--- config.mk ---
export PLATFORM = sky130hd
export DESIGN_NAME = lpf_stage_sequencer
export DESIGN_NICKNAME = d
export VERILOG_FILES = /design/src/rtl/opo_package.sv /design/src/rtl/lpf_stage_sequencer.sv
export SDC_FILE = /design/constraint.sdc
export NUM_CORES = 1
export LEC_CHECK = 0
export CAP_MARGIN = 20
export CORE_MARGIN = 1.5
export CORE_UTILIZATION = 54
export DETAILED_ROUTE_END_ITERATION = 8
export PLACE_DENSITY = 0.8
export SLEW_MARGIN = 20
export SYNTH_ARGS = -nofsm -noshare
export SYNTH_HDL_FRONTEND = slang
export SYNTH_SLANG_ARGS = --single-unit
export TNS_END_PERCENT = 20
--- constraint.sdc ---
create_clock -name clk -period 2.5 [get_ports clk]
set_clock_uncertainty 0.2 [all_clocks]
set_input_delay 0.25 -clock clk [delete_from_list [all_inputs] [get_ports clk]]
set_output_delay 0.25 -clock clk [all_outputs]
set_load 0.02 [all_outputs]
--- src/rtl/opo_package.sv ---
// Shared constants for the filter-cascade control blocks.
//   word_width          : width of sample-count style fields (settle length/counter)
//   default_num_stages  : default number of cascaded 2-sample averaging stages
package opo_package;

  localparam int word_width         = 16;
  localparam int default_num_stages = 8;

endpackage

--- src/rtl/lpf_stage_sequencer.sv ---
// lpf_stage_sequencer
//   Ramps a cascade of 2-sample averaging stages on or off one stage at a time.
//   After every single-stage change it waits for a programmable number of
//   filter output samples before taking the next step, so the cascade output
//   never sees more than one structural change at a time.
//
// Ports
//   clk          : system clock, rising edge
//   rst          : synchronous active-high reset
//   cfg_stages   : requested number of enabled stages (clamped to num_stages)
//   cfg_settle   : filter output samples to wait after each stage change
//   cfg_valid    : configuration request
//   cfg_ready    : high only while idle; request accepted when both high
//   abort        : cancels an in-progress ramp (holds current enables)
//   filt_valid   : sample_out_valid from the controlled cascade
//   stage_enable : thermometer-coded stage enables to the cascade
//   cur_stages   : number of stages currently enabled
//   settled      : level, high once the requested target has been reached
//   done_pulse   : one-cycle strobe on ramp completion
module lpf_stage_sequencer
  import opo_package::*;
#(
  parameter int num_stages = default_num_stages,
  parameter int cnt_w      = $clog2(num_stages + 1)
) (
  input  logic                  clk,
  input  logic                  rst,
  input  logic [cnt_w-1:0]      cfg_stages,
  input  logic [word_width-1:0] cfg_settle,
  input  logic                  cfg_valid,
  output logic                  cfg_ready,
  input  logic                  abort,
  input  logic                  filt_valid,
  output logic [num_stages-1:0] stage_enable,
  output logic [cnt_w-1:0]      cur_stages,
  output logic                  settled,
  output logic                  done_pulse
);

  typedef enum logic [1:0] {
    S_IDLE,
    S_STEP,
    S_SETTLE
  } state_t;

  state_t                state;
  logic [cnt_w-1:0]      target_stages;
  logic [word_width-1:0] settle_len;
  logic [word_width-1:0] settle_cnt;
  logic [cnt_w-1:0]      cur_inc;
  logic [cnt_w-1:0]      cur_dec;
  logic                  xfer;

  // Thermometer code: the lowest n bits set.
  function automatic logic [num_stages-1:0] therm(input logic [cnt_w-1:0] n);
    logic [num_stages-1:0] t;
    for (int i = 0; i < num_stages; i++) begin
      t[i] = (i < int'(n));
    end
    return t;
  endfunction

  // Requests beyond the physical cascade length saturate at num_stages.
  function automatic logic [cnt_w-1:0] clamp_stages(input logic [cnt_w-1:0] req);
    if (int'(req) > num_stages) begin
      return cnt_w'(num_stages);
    end
    return req;
  endfunction

  assign cfg_ready = (state == S_IDLE);
  // abort wins over a simultaneous request, which is then simply dropped
  assign xfer      = cfg_ready && cfg_valid && !abort;
  assign cur_inc   = cur_stages + 1'b1;
  assign cur_dec   = cur_stages - 1'b1;

  // Settle length is configuration data only; it is always rewritten on a
  // transfer before it is ever used, so it carries no reset.
  always_ff @(posedge clk) begin
    if (xfer) begin
      settle_len <= cfg_settle;
    end
  end

  always_ff @(posedge clk) begin
    if (rst) begin
      state         <= S_IDLE;
      cur_stages    <= '0;
      stage_enable  <= '0;
      target_stages <= '0;
      settle_cnt    <= '0;
      settled       <= 1'b1;
      done_pulse    <= 1'b0;
    end else begin
      done_pulse <= 1'b0;
      case (state)
        S_IDLE: begin
          if (xfer) begin
            target_stages <= clamp_stages(cfg_stages);
            settled       <= 1'b0;
            state         <= S_STEP;
          end
        end

        S_STEP: begin
          if (abort) begin
            state <= S_IDLE;
          end else if (cur_stages < target_stages) begin
            cur_stages   <= cur_inc;
            stage_enable <= therm(cur_inc);
            settle_cnt   <= '0;
            state        <= S_SETTLE;
          end else if (cur_stages > target_stages) begin
            cur_stages   <= cur_dec;
            stage_enable <= therm(cur_dec);
            settle_cnt   <= '0;
            state        <= S_SETTLE;
          end else begin
            settled    <= 1'b1;
            done_pulse <= 1'b1;
            state      <= S_IDLE;
          end
        end

        S_SETTLE: begin
          // The counter stops at settle_len, so it never wraps even for 65535.
          if (abort) begin
            state <= S_IDLE;
          end else if (settle_cnt == settle_len) begin
            state <= S_STEP;
          end else if (filt_valid) begin
            settle_cnt <= settle_cnt + 1'b1;
          end
        end

        default: begin
          state <= S_IDLE;
        end
      endcase
    end
  end

endmodule

==> impl_metrics.yaml, run 1 <==
status:
  status: "finished clean"
pwr:
  p_per_area_nw_per_um2: 486.0
  p_leak_nw: 1.198
  peakVddDrop_v: 0.0003804
sta:
  max_slew_margin_pct: 68.76
  rsz0062_at_grt: "no"
  worst_slew_pin_slew_ps: 464.3
  fin_ws_ps: 251.0
  setup_viol: 0
  setup_tns_ps: 0
  final.period_utilization_pct: 89.96
  drv_slew: 0
  fmax_mhz: 444.6
  final.min_clock_period_ps: 2249
  hold_viol: 0
yosys:
  synthArstFlopShare_pct: 0
  synth_compound_area_share_pct: 16.25
  synth_nets: 326
  synth_top_area_cell: "dfxtp_1"
  ys.flop_type: "dfxtp_1"
  synth.avg_cell_area_um2: 9.148
  post_synth_num_cell_types: 54
  syn_area_um2: 2671
  synthTopCellsByCount: "35 x dfxtp_1, 26 x nor2_1, 25 x nand2_1"
  synth-seq-area-share_pct: 44.22
  synth-adder-area-share_pct: 4.215
  synth_xor_area_share_pct: 7.541
  synth_mux_area_share_pct: 0.7963
  yosysWarnings: 0
  netlist_top_cells_area: "dfxtp_1 26%, edfxtp_1 18%, xor2_1 5.6%"
  yosysMostFrequentCell: "dfxtp_1"
  yosysTopAreaCellShare_pct: 26.23
  synthSimpleGateAreaFrac_pct: 23.00
  ys_seq_elements: 51
  syn-instance-count: 292
  synth_top_family_by_area: "simple AND/OR/NAND/NOR gates"
  synth_edf_count: 16
routing:
  wl_um: 6286
  first_iter_violations: 187
  drc: 0
  firstDrtPassIters: 4
  wl_per_cell_um: 15.41
  vias: 2316
  ant_nets: 0
  viasPerCell: 5.676
hold_path:
  hold_depth: 2
  hold_class: "reg2reg"
floorplanning:
  die_h_um: 73.34
  io_pins: 40
  coreArea_um2: 4755
  dieArea_um2: 5378
  fp-row-count: 25
  fp.dieW_um: 73.34
  initial_core_util_pct: 56.18
clock_network:
  clock_sinks: 51
  cts_root_buf: "clkbuf_8"
  hold_buffers: 0
  cts_buffer_depth: 2
  postCtsSetupRepairBufs: 0
  cts_made_buffers: 5
  ctsHtreeMaxLevel: 2
  clk_latency_ps: 310
  ctsResizeCount: 0
  cts_tree: "done"
  cts.clk_slew.worst_paths_ps: 100
place:
  dpl.hpwl_um: 4742
  gp_congestion: 0.8599
  pre_cts_slack_ps: 223.8
  io_buffers: 39
global_route:
  grt_pass1_vias: 2159
  grt_util_all_layers_pct: 25.18
  grt_pass1_wl_um: 10270
  grt_max_degree: 21
  grt-ovfl-total: 0
  antenna_found_initial: 0
layout:
  insertedDiodeCount: 0
  postLayoutCoreUtil_pct: 69.16
  drive_gt1_share_pct: 9.677
  nets: 374
  syn_to_final_growth_pct: 23.09
setup_path:
  critPathLaunchType: "flop"
  arrival_ps: 2260
  critical_path_required_ps: 2510
  critPathCaptureType: "flop"
  worstPathMaxFanout: 9
  r2r_cells: 7
  critPathKind: "reg2reg"
job:
  cap_viol_max_count: 0
power breakdown:
group,leakage (nW),switching [mW],internal [mW]
clock network,0.0474,0.283,0.226
logic,0.719,0.109,0.0936
registers,0.432,0.0110,0.875
total,1.20,0.403,1.20
cells in the final DEF (no fill, tap or decap), types with 3 or more instances in the layout:
cell / synthesis / final
nor2_1: 26 / 26
nand2b_1: 5 / 5
clkdlybuf4s50_1: 0 / 39
a31oi_1: 6 / 6
inv_1: 8 / 8
buf_4: 1 / 15
nor2b_1: 5 / 5
and3_1: 3 / 3
nand2_1: 25 / 25
clkbuf_8: 0 / 6
edfxtp_1: 16 / 16
a21oi_1: 16 / 16
nand4_1: 4 / 4
nor3_1: 8 / 8
dfxtp_1: 35 / 35
nand3b_1: 5 / 5
xnor2_1: 6 / 6
xor2_1: 17 / 17
o21ai_1: 14 / 14
o31ai_1: 5 / 5
nand3_1: 13 / 13
ha_1: 9 / 9
o21ai_0: 9 / 9
nor4_1: 5 / 5
cell families after synthesis:
kind of cell / Yosys count
AND/OR/NAND/NOR: 116
AO/OA/AOI/OAI: 68
buffers and inverters: 23
flip-flops: 51
multiplexers: 2
XOR/XNOR: 23
adder cells (fa/ha/maj): 9
per-stage QoR:
stage,instances,hold WS [ps],power (mW),instance area [um2]
floorplan,292,148.9,1.018,2671
global placement,400,245.2,1.101,3189
detailed placement,400,256.7,1.105,3189
CTS,408,266.2,1.599,3288
global route,408,276.1,1.660,3288
finish,408,266.2,1.598,3288
area by class of cell:
class / count / area [um2]
tap: 67 / 83.83
clock inverter: 2 / 16.27
sequential: 51 / 1181
clock buffer: 6 / 82.58
timing repair buffer: 54 / 503.0
inverter: 10 / 37.54
fill: 399 / 1466
multi-input combinational: 218 / 1384
critical path: stages, from the launching register on:
cell and delay (ps):
dfxtp_1 490, xor2_1 220, nor4_1 90, nand4_2 140, buf_4 170, nand3_2 110, or2_2 410, o41ai_1 320
sequential cells by signal, indices dropped and copies added, names as in the netlist:
name / cells
stage_enable: 8
state: 2
cur_stages: 3
settle_cnt: 16
settle_len: 16
settled: 1
done_pulse: 1
target_stages: 4
layer usage:
metal | vias to the layer above | GRT usage [%] | share of wire, %
met3 | 4 | 4.801 | 5.3
li1 | 1153 | - | -
met1 | 1094 | 34.35 | 44
met2 | 65 | 41.31 | 49
met5 | - | 0 | 0
met4 | 0 | 6.379 | 0.91
final timing paths:
kind / slack [ps] / to / startpoint
worst max-delay path: 250 / settle_cnt[5] / settle_cnt[2]
worst min-delay path: 270 / target_stages[3] / target_stages[3]
worst max register to register: 250 / settle_cnt[5] / settle_cnt[2]
worst min register to register: 270 / target_stages[3] / target_stages[3]
(Power assumes the default switching activity.)
==> run 2, diff against run 1 <==
- CORE_MARGIN: 1.5 -> unset
==> run 2 against run 1 <==
Net effect:
- die area down 2.7%
- global-route usage down 0.31 points
- worst setup slack worse by 15 ps
- critical endpoint is now settle_cnt[3]
- register-to-register slack about the same
- core utilization unchanged
- power up 3.5%
- critical path depth unchanged
- first-iteration DRC count down 7.5%
- critical path type unchanged
- largest power group unchanged
==> impl_metrics.yaml, run 2 (synthesis results as in run 1) <==
pwr:
  p_per_area_nw_per_um2: 503.1
  power.clock.fraction_pct: 34.4
  p_sw_share_pct: 23.34
  seqPwrFrac_pct: 53.6
  p_leak_nw: 1.199
  p_sw_uw: 386.1
  p_comb_share_pct: 12.0
  peakVddDrop_v: 0.0003400
  p_int_mw: 1.268
layout:
  fill_cells: 385
  mostFrequentLayoutCells: "39 x clkdlybuf4s50_1, 35 x dfxtp_1, 26 x nor2_1, 25 x nand2_1, 17 x xor2_1"
  drive_gt1_share_pct: 8.824
  insertedDiodeCount: 0
  nets: 373
  final_common_cell: "clkdlybuf4s50_1"
  postLayoutCoreUtil_pct: 69.16
  syn_to_final_growth_pct: 23.09
  largestRegisters: "settle_cnt: 16 flops, settle_len: 16 flops, stage_enable: 8 flops"
routing:
  drc: 0
  firstDrtPassIters: 5
  wl_um: 6064
  wl_per_cell_um: 14.90
  viasPerCell: 5.668
  vias: 2307
  first_iter_violations: 173
  ant_nets: 0
setup_path:
  r2r_cells: 7
  critical_path_required_ps: 2520
  critPathCaptureType: "flop"
  arrival_ps: 2280
  worstPathMaxFanout: 10
  critPathLaunchType: "flop"
  critPathLaunch: "settle_cnt[1]"
  critPathKind: "reg2reg"
  r2r-start: "settle_cnt[1]"
sta:
  setup_tns_ps: 0
  hold_viol: 0
  setup_viol: 0
  rsz0062_at_grt: "no"
  drv_slew: 0
  fmax_mhz: 441.8
  max_slew_margin_pct: 65.65
  final.min_clock_period_ps: 2264
  final.period_utilization_pct: 90.55
  worst_slew_pin_slew_ps: 510.5
clock_network:
  cts_made_buffers: 5
  cts_buffer_depth: 2
  cts_tree: "done"
  ctsResizeCount: 0
  clock_sinks: 51
  cts.clk_slew.worst_paths_ps: 90
  clk_latency_ps: 310
  postCtsSetupRepairBufs: 0
  cts_root_buf: "clkbuf_8"
  hold_buffers: 0
  ctsHtreeMaxLevel: 2
global_route:
  grt_util_all_layers_pct: 24.87
  grt_pass1_vias: 2110
  grt_pass1_wl_um: 9949
  grt_max_degree: 21
  antenna_found_initial: 0
  grt-ovfl-total: 0
floorplanning:
  fp-row-count: 25
  coreArea_um2: 4755
  initial_core_util_pct: 56.18
  die_h_um: 72.34
  fp.dieW_um: 72.34
  dieArea_um2: 5232
  io_pins: 40
hold_path:
  hold_class: "reg2reg"
  hold_depth: 2
  hold_path_startpoint: "target_stages[2]"
place:
  dpl.hpwl_um: 4534
  io_buffers: 39
  gp_congestion: 0.8287
job:
  cap_viol_max_count: 0
status:
  status: "finished clean"
[run 2: worst max-delay path, cell delays in order, from the launching register on]
cell,delay (ps)
dfxtp_1,380
xor2_1,180
nor4_1,480
nand4_2,220
a311oi_4,320
buf_4,220
o21ai_1,80
o31ai_1,80
[run 2: final timing paths]
kind                      end  slack [ps]
max             settle_cnt[3]         240
max reg2reg     settle_cnt[3]         240
min          target_stages[2]         260
min reg2reg  target_stages[2]         260
[run 2: final cells by class]
class	count	area, um2	share of cell area [%]
clock inverter	1	30.03	0.9132
timing repair buffer	53	495.5	15.07
clock buffer	7	76.32	2.321
inverter	10	37.54	1.142
sequential	51	1181	35.92
multi-input combinational	218	1384	42.09
tap	67	83.83	2.549
[run 2: layer usage]
metal  wire length, um  track usage (%)  up-vias
met4                92            9.368        0
met5                 0                0        -
met3               324            3.333        9
met2              2907            39.36       81
met1              2740            34.69     1068
li1                  -                -     1149
[run 2: power groups by stage]
stage | clock (mW) | sequential (mW) | combinational, mW
2_1_floorplan | 0 | 0.910 | 0.107
3_5_place_dp | 0 | 0.906 | 0.197
5_1_grt | 0.612 | 0.889 | 0.219
3_3_place_gp | 0 | 0.905 | 0.195
4_1_cts | 0.573 | 0.887 | 0.199
6_report | 0.569 | 0.886 | 0.199
[run 2: per-stage QoR]
step	instance area (um2)	power [mW]	hold slack (ps)	setup slack (ps)	cells
detailed placement	3182	1.103	255.2	273.2	399
global placement	3182	1.100	242.3	299.2	399
finish	3288	1.654	263.4	236.4	407
CTS	3288	1.658	266.6	255.9	407
floorplan	2671	1.018	148.9	39.45	292
global route	3288	1.720	279.4	86.55	407
